### src/rtl/vector_packer.sv
// Collects NUMBERS_AMOUNT serial words into one packed vector behind a valid/ready output register.
// Optional macro VECTOR_PACKER_LAST_EN adds data_last_i to close a short, zero-padded vector early.
module vector_packer #(
  parameter int NUMBERS_AMOUNT = 16,
  parameter int NUMBER_WIDTH   = 10
) (
  input  logic                                   clk_i,
  input  logic                                   rst_i,
  input  logic [NUMBER_WIDTH-1:0]                data_i,
  input  logic                                   data_valid_i,
`ifdef VECTOR_PACKER_LAST_EN
  input  logic                                   data_last_i,
`endif
  output logic                                   ready_o,
  output logic [NUMBERS_AMOUNT*NUMBER_WIDTH-1:0] data_o,
  output logic                                   data_valid_o,
  input  logic                                   ready_i
);

  localparam int VEC_W = NUMBERS_AMOUNT * NUMBER_WIDTH;
  localparam int CNT_W = (NUMBERS_AMOUNT > 1) ? $clog2(NUMBERS_AMOUNT) : 1;
  localparam logic [CNT_W-1:0] LAST_SLOT = CNT_W'(NUMBERS_AMOUNT - 1);

  logic [CNT_W-1:0]        cnt_reg;
  logic [CNT_W-1:0]        cnt_next;
  logic [NUMBER_WIDTH-1:0] fill_reg [NUMBERS_AMOUNT-1];
  logic [VEC_W-1:0]        data_reg;
  logic                    valid_reg;
  logic [VEC_W-1:0]        vec_next;
  logic                    at_last;
  logic                    finish;
  logic                    in_beat;
  logic                    out_beat;
  logic                    complete;

  assign at_last = (cnt_reg == LAST_SLOT);

`ifdef VECTOR_PACKER_LAST_EN
  assign finish = at_last | data_last_i;
`else
  assign finish = at_last;
`endif

  // Stall only when the closing word would overwrite a vector the adder has not taken.
  assign ready_o  = !(finish & valid_reg & !ready_i);
  assign in_beat  = data_valid_i & ready_o;
  assign out_beat = valid_reg & ready_i;
  assign complete = in_beat & finish;

  always_comb begin
    cnt_next = cnt_reg;
    if (complete) begin
      cnt_next = '0;
    end else if (in_beat) begin
      cnt_next = cnt_reg + 1'b1;
    end
  end

  always_ff @(posedge clk_i or negedge rst_i) begin
    if (!rst_i) begin
      cnt_reg <= '0;
    end else begin
      cnt_reg <= cnt_next;
    end
  end

  // Slots 0..N-2 live in the fill buffer; the closing word goes straight to the output register.
  generate
    for (genvar gi = 0; gi < NUMBERS_AMOUNT - 1; gi++) begin : g_slot
      localparam logic [CNT_W-1:0] SLOT = CNT_W'(gi);

`ifdef VECTOR_PACKER_LAST_EN
      assign vec_next[gi*NUMBER_WIDTH +: NUMBER_WIDTH] =
        (SLOT < cnt_reg)  ? fill_reg[gi] :
        (SLOT == cnt_reg) ? data_i       : '0;
`else
      assign vec_next[gi*NUMBER_WIDTH +: NUMBER_WIDTH] = fill_reg[gi];
`endif

      always_ff @(posedge clk_i or negedge rst_i) begin
        if (!rst_i) begin
          fill_reg[gi] <= '0;
        end else if (in_beat && !finish && (cnt_reg == SLOT)) begin
          fill_reg[gi] <= data_i;
        end
      end
    end
  endgenerate

`ifdef VECTOR_PACKER_LAST_EN
  assign vec_next[VEC_W-1 -: NUMBER_WIDTH] = at_last ? data_i : '0;
`else
  assign vec_next[VEC_W-1 -: NUMBER_WIDTH] = data_i;
`endif

  // A completing beat wins over an output beat so vectors can stream back-to-back.
  always_ff @(posedge clk_i or negedge rst_i) begin
    if (!rst_i) begin
      data_reg  <= '0;
      valid_reg <= 1'b0;
    end else if (complete) begin
      data_reg  <= vec_next;
      valid_reg <= 1'b1;
    end else if (out_beat) begin
      valid_reg <= 1'b0;
    end
  end

  assign data_o       = data_reg;
  assign data_valid_o = valid_reg;

endmodule

### config.mk
export PLATFORM = sky130hd
export DESIGN_NAME = vector_packer
export DESIGN_NICKNAME = d
export VERILOG_FILES = /design/src/rtl/vector_packer.sv
export SDC_FILE = /design/constraint.sdc
export NUM_CORES = 1
export LEC_CHECK = 0
export CORE_MARGIN = 5
export CORE_UTILIZATION = 50
export DETAILED_ROUTE_END_ITERATION = 10
export PLACE_DENSITY = 0.74
export REMOVE_ABC_BUFFERS = 1
export SLEW_MARGIN = 10
export SYNTH_ARGS = -nofsm -noshare
export SYNTH_HDL_FRONTEND = slang
export SYNTH_SLANG_ARGS = --single-unit
### constraint.sdc
create_clock -name clk_i -period 2.4 [get_ports clk_i]
set_input_delay 0.24 -clock clk_i [delete_from_list [all_inputs] [get_ports clk_i]]
set_output_delay 0.24 -clock clk_i [all_outputs]
set_load 0.02 [all_outputs]
== Word level (Yosys, flattened, before mapping) ==
Index checks and enable logic that the tools add are counted.

* Mux-type cells: 4
* $mul: 0
* $lt $le $gt $ge: 0
* Shift-type cells: 0
* Reductions and logical operators: 22
* Bitwise gates (word level): 5
* $add $sub $neg: 1
* Div/mod/pow operators: 0
* Equal/unequal tests: 15

{| class="wikitable"
|+ Operator list
! operator !! number
|-
| equality test 4 bit, second input constant || 8
|-
| equality test 4 x 3 -> 1 bit, second input constant || 4
|-
| logical AND 1 bit || 16
|-
| equality test 4 x 2 -> 1 bit, second input constant || 2
|-
| two-way mux 4 bit || 2
|-
| bitwise AND 1 bit || 5
|-
| adder 4 x 1 -> 4 bit, second input constant || 1
|-
| equality test 4 x 1 -> 1 bit, second input constant || 1
|-
| zero test 4 bit || 1
|-
| nonzero test 2 bit || 2
|-
| zero test 1 bit || 3
|-
| two-way mux 1 bit || 2
|}

* ROM bits: 0
* Output and inout port bits: 162
* Bits in registers: 315
* Word-level logic and storage cells: 65
* Bits in latches: 0
* Input bits: 14
* RAM bits: 0
* Memories kept: 0

== Logic depth before layout (Yosys ltp) ==
Gate-level depths: netlist of run 1.

* Word-level depth: 7
* Gate-level depth with buffers: 7
* Gate-level depth less buffers: 5

== Worst setup path before layout of run 1 ==
OpenSTA, ideal clock, no wires.

* Kind: reg2reg
* Start point: register cnt_reg[0]
* End point: register data_reg[100] (netlist: data_o[100])
* Setup time: 0.127 ns
* Period minus slack after synthesis: 1.822 ns
* Arrival: 1.695 ns
* Buffers on the path: 3
* Data required time: 2.273 ns
* Stages on the path, launching flop included: 8
* Path slack: 0.578 ns
* Cell sequence: dfrtp_1 -> ha_1 -> buf_2 -> nand4_1 -> nor2_2 -> buf_6 -> buf_6 -> mux2_1

* Longest elaborated chain between the ends: 6

{| class="wikitable"
|+ Ends and longest elaborated chain
! what !! line !! RTL
|-
| from (decl) || 24 || <nowiki>logic [CNT_W-1:0] cnt_reg;</nowiki>
|-
| from (signal assigned) || 63 || <nowiki>cnt_reg <= cnt_next;</nowiki>
|-
| equality test 4 bit (*) || 36 || <nowiki>assign at_last = (cnt_reg == LAST_SLOT);</nowiki>
|-
| bitwise AND 1 bit (2 in a row) || 45 || <nowiki>assign ready_o = !(finish & valid_reg & !ready_i);</nowiki>
|-
| zero test 1 bit || 45 ||
|-
| bitwise AND 1 bit || 46 || <nowiki>assign in_beat = data_valid_i & ready_o;</nowiki>
|-
| bitwise AND 1 bit (*) || 48 || <nowiki>assign complete = in_beat & finish;</nowiki>
|-
| to (signal assigned) || 102 || <nowiki>data_reg <= vec_next;</nowiki>
|-
| to (decl) || 27 || <nowiki>logic [VEC_W-1:0] data_reg;</nowiki>
|}

Every way passes the cells marked *; elsewhere a longest branch is shown, timed or not.
A chain may end at the register's enable or synchronous reset.

== Worst setup path in the final report of run 1 ==
* Start point: register cnt_reg[1]
* End point: output ready_o

* Longest elaborated chain between the ends: 4

{| class="wikitable"
|+ Ends and longest elaborated chain
! what !! line !! RTL
|-
| equality test 4 bit || 36 ||
|-
| bitwise AND 1 bit (2 in a row) || 45 ||
|-
| zero test 1 bit || 45 ||
|-
| to (decl) || 14 || <nowiki>output logic ready_o,</nowiki>
|}

Every way passes these cells.

==> flow_summary.yaml, run 1 <==
outcome:
  status: "complete, no violations"
cts:
  cts_tree: "yes"
  htree_levels: 1
  cts_inserted_buffers: 31
  clkTransAtPathRegs_ns: 0.06
  max-clock-path-buffers: 3
  post_cts_buffers: 0
  cts_sinks: 315
  cts-root-buf: "clkbuf_16"
  clk_latency_ns: 0.54
timing:
  layout_min_cycle_time_ns: 2.28
  setup-violations-final: 0
  fin_crit_sh_pct: 95.1
  skew_ns: 0.00979
  fmax_mhz: 438
  grt_setup_unrepaired: "no"
  finalSetupTns_ns: 0
  maxSlewViolCount: 0
  setup_ws_ns: 0.119
  hold_viol: 0
  slew_headroom_pct: 42.9
  tightest_slew_ns: 0.854
finish:
  mostFrequentLayoutCells: "314 x dfrtp_1, 210 x mux2_2, 173 x clkdlybuf4s50_1"
  syn_to_final_growth_pct: 27.0
  nets: 924
  largest_reg_flops: 160
  drive_above_1_share_pct: 32.1
  mostFrequentLayoutCell: "dfrtp_1"
  regArea_mm2: 0.00788
  nFillCells: 1776
  multi_input_area_mm2: 0.00386
floorplan:
  num_io_pins: 176
  core_mm2: 0.0235
  rows: 56
  chipWidth_um: 165
  initial_utilization_pct: 50.8
  die_area_mm2: 0.0271
  die_h_um: 165
placed_design:
  routabilityCongestion: 0.753
  place_ws_ns: 0.275
  port_buffers: 175
  dp_hpwl_um: 15700
critical_path:
  cp.arrival_ns: 2.04
  crit_fanout: 6
  r2r-end: "data_o[159]"
  required_ns: 2.16
  r2r_start: "cnt_reg[1]"
  rr_worst_depth: 5
  worstSetupStartpoint: "cnt_reg[1]"
  critPathKind: "reg -> out"
  cp-start-kind: "register"
  crit_path_end_kind: "output pin"
  rrSetupSlack_ns: 0.37
grt:
  grt_first_pass_wirelength_um: 39900
  grtUsageTotal_pct: 18.7
  grt_pass1_vias: 6987
  grt_overflow: 0
  antenna_found_initial: 1
  grt_max_degree: 74
routing:
  antenna_left: 0
  first_pass_iters: 4
  routedWlPerCell_um: 19.9
  drcViolationCount: 0
  wl_met2_um: 11800
  wl_met3_um: 1230
  drt_iter0_markers: 307
  wl_um: 24800
  vias: 6414
  viasPerCell: 5.14
  wl_met1_um: 11400
  highest_layer: "met5"
logic_synthesis:
  netlist_area_mm2: 0.0120
  synth.distinct_cells: 29
  syn-mean-instance-area_um2: 17.0
  synth_cells: 705
  yosysSeqAreaShare_pct: 65.9
  ys_ff_latch: 315
  ys_warn_count: 0
power:
  p_per_area_mw_per_mm2: 1300
  power_uw: 19700
  p_leak_uw: 0.00708
  vdd_drop_max_mv: 0.810
run:
  maxCapViolations: 0
hold_path:
  hp-class: "in -> async"
==> critical path: stages, from the launching register on <==
cell and delay (ns):
dfrtp_1 0.44, ha_2 0.29, nand3_1 0.12, or2_2 0.30, dlygate4sd2_1 0.36
==> cell families after synthesis <==
logic type      Yosys count  share of synthesized area (%)
compound gates            7                          0.398
fa+ha+maj                 4                          0.419
buf+inv                  35                           1.96
flops                   315                           65.9
mux                     311                           29.3
simple gates             33                           1.99
==> Yosys cell counts <==
cell type / count / area share (%)
and3b_1: 2 / 0.15
buf_6: 11 / 1.0
a21oi_1: 3 / 0.13
a211o_1: 1 / 0.073
and4b_1: 1 / 0.084
nor2_1: 1 / 0.031
nor3_4: 2 / 0.27
buf_2: 10 / 0.42
nand3_1: 2 / 0.084
nand2_2: 4 / 0.21
a32o_1: 1 / 0.084
a22o_1: 1 / 0.073
inv_1: 2 / 0.063
clkbuf_1: 10 / 0.31
nand3_2: 4 / 0.33
buf_4: 2 / 0.13
nand2_1: 7 / 0.22
o21ai_0: 1 / 0.042
ha_1: 4 / 0.42
mux2_1: 101 / 9.5
or2_2: 1 / 0.052
nor2_2: 1 / 0.052
nor2b_1: 2 / 0.10
and2b_1: 2 / 0.13
dfrtp_1: 315 / 66
nand2b_1: 1 / 0.052
nand4_1: 1 / 0.052
nor4bb_1: 2 / 0.17
mux2_2: 210 / 20
==> metal layers <==
metal | vias up | track usage, %
li1 | 2882 | -
met1 | 3371 | 27.2
met2 | 132 | 29.9
met3 | 27 | 3.97
met4 | 2 | 3.25
met5 | - | 0
==> layout make-up <==
| type | instances | share of cell area, % |
|---|---|---|
| tap | 319 | 2.63 |
| antenna | 1 | 0.0165 |
| clock inverter | 8 | 0.758 |
| clock buffer | 46 | 5.94 |
| inverter | 2 | 0.0494 |
| sequential | 315 | 51.9 |
| timing repair buffer | 201 | 13.3 |
| multi-input combinational | 355 | 25.4 |
==> metrics by stage <==
stage	util [%]	cells	hold WS (ns)	area, um2
CTS	64.5	1246	0.266	15200
floorplan	-	672	-0.0556	11700
detailed placement	60.1	1191	0.252	14200
global route	64.5	1246	0.306	15200
global placement	60.1	1191	0.251	14200
finish	64.5	1247	0.275	15200
==> where the power goes <==
group / leakage, uW / switching (uW) / internal [uW] / total, uW
Clock: 0.000504 / 1910 / 2890 / 4810
Sequential: 0.00408 / 1230 / 7500 / 8740
Combinational: 0.00250 / 2700 / 3420 / 6130
==> how the worst max path moves through the flow <==
stage / endpoint / slack, ns / cells past startpoint
final: ready_o / 0.12 / 4
after global placement: data_o[159] / 0.34 / 5
after detailed placement: data_o[159] / 0.27 / 5
after global routing: ready_o / 0.004 / 4
after CTS: ready_o / 0.07 / 4
after floorplan: data_o[0] / -3.43 / 4
==> repair_timing <==
item,4_1_cts,5_1_grt
endpoints found under the hold margin,65,0
endpoints found under the setup margin,1,1
hold buffers,1,0
gates cloned,0,0
resized for setup,2,1
Power figures use the tool's default switching activity.
==> run 2: changes to the inputs <==
- CAP_MARGIN: default -> 20
- CORE_ASPECT_RATIO: default -> 1.4
- CORE_MARGIN: 5 -> default
==> flow_summary.yaml, run 2 (synthesis gave the netlist of run 1 again) <==
cts:
  max-clock-path-buffers: 3
  htree_levels: 1
  cts-root-buf: "clkbuf_16"
  clk_latency_ns: 0.53
  clkTransAtPathRegs_ns: 0.07
  cts_sinks: 315
  cts_inserted_buffers: 28
  cts_tree: "yes"
  post_cts_buffers: 0
floorplan:
  chipWidth_um: 133
  die_h_um: 185
  num_io_pins: 176
  core_mm2: 0.0234
  initial_utilization_pct: 51.2
  die_area_mm2: 0.0245
  rows: 66
routing:
  vias: 6502
  routedWlPerCell_um: 20.6
  wl_um: 25300
  first_pass_iters: 4
  viasPerCell: 5.30
  antenna_left: 0
  drcViolationCount: 0
  drt_iter0_markers: 187
placed_design:
  post_dp_cell_area_mm2: 0.0141
  port_buffers: 175
  dp_cells: 1174
  dp_hpwl_um: 16600
  routabilityCongestion: 0.762
finish:
  stdcell_count: 1227
  nFillCells: 1678
  largest_reg_flops: 160
  nets: 917
  syn_to_final_growth_pct: 26.8
  mostFrequentLayoutCells: "314 x dfrtp_1, 210 x mux2_2, 173 x clkdlybuf4s50_1"
  fin_area_mm2: 0.0152
  utilization_pct: 64.9
  antenna_cells: 0
  mostFrequentLayoutCell: "dfrtp_1"
  drive_above_1_share_pct: 31.9
grt:
  grt_pass1_vias: 7189
  antenna_found_initial: 0
  grtUsageTotal_pct: 21.4
  grt_first_pass_wirelength_um: 40300
  grt_overflow: 0
  grt_max_degree: 76
timing:
  fin_crit_sh_pct: 93.7
  maxSlewViolCount: 0
  layout_min_cycle_time_ns: 2.25
  tightest_slew_ns: 0.954
  hold_ws_ns: 0.315
  slew_headroom_pct: 36.2
  hold_viol: 0
  fmax_mhz: 444
  setup-violations-final: 0
  grt_setup_unrepaired: "no"
  skew_ns: 0.0110
critical_path:
  cp-start-kind: "register"
  rr_worst_depth: 5
  crit_path_end_kind: "output pin"
  r2r_start: "cnt_reg[1]"
  cp.arrival_ns: 2.01
  rrSetupSlack_ns: 0.36
  required_ns: 2.16
  r2r-end: "data_o[1]"
  crit_fanout: 10
  worstSetupStartpoint: "cnt_reg[1]"
  critPathKind: "reg -> out"
power:
  p_per_area_mw_per_mm2: 1300
  p_leak_uw: 0.00706
  vdd_drop_max_mv: 0.805
run:
  maxCapViolations: 0
outcome:
  status: "complete, no violations"
hold_path:
  hp-class: "in -> async"
[run 2: worst max-delay path, cell delays in order (launching register included)]
cell and delay [ns]:
dfrtp_1 0.47, ha_4 0.24, nand3_1 0.12, or2_2 0.30, dlygate4sd2_1 0.34
[run 2: cell type report]
| class | instances | area, um2 | area share, % |
|---|---|---|---|
| Sequential cell | 315 | 7880 | 52.0 |
| Clock buffer | 41 | 831 | 5.48 |
| Tap cell | 306 | 383 | 2.53 |
| Inverter | 2 | 7.51 | 0.0495 |
| Timing Repair Buffer | 197 | 2000 | 13.2 |
| Multi-Input combinational cell | 355 | 3870 | 25.5 |
| Clock inverter | 11 | 185 | 1.22 |
[run 2: how the worst max path moves through the flow]
stage,to,slack [ns],cells past startpoint
global route,ready_o,0.07,4
CTS,ready_o,0.15,4
global placement,data_o[159],0.26,5
detailed placement,data_o[1],0.13,5
finish,ready_o,0.15,4
floorplan,data_o[0],-3.43,4
[run 2: per-stage QoR]
step                      TNS (ns)  total power, uW  setup WS [ns]
after global routing             0            20800         0.0716
after global placement           0            14700          0.260
after detailed placement         0            15100          0.134
after CTS                        0            20000          0.149
after floorplan            -528.48            12000          -3.43
final                            0            19800          0.150
[run 2: what timing repair did]
| item | 4_1_cts | 5_1_grt |
|---|---|---|
| gates resized for setup | 4 | 0 |
| hold buffers | 1 | 0 |
| endpoints found under the setup margin | 1 | 0 |
| hold endpoints to repair | 67 | 0 |
[run 2: layer usage]
| metal | up-vias | GRT usage, % | part of all wire (%) | routed length [um] |
|---|---|---|---|---|
| met5 | - | 0 | 0 | 0 |
| met4 | 0 | 6.02 | 1.9 | 491 |
| met3 | 38 | 3.42 | 4.5 | 1140 |
| met2 | 147 | 40.8 | 56 | 14200 |
| met1 | 3436 | 24.6 | 37 | 9490 |
| li1 | 2881 | - | - | - |
[run 2: power breakdown]
part	internal (uW)	switching, uW	total [uW]
clock	2930	1880	4810
combinational	3420	2750	6180
sequential	7500	1270	8780
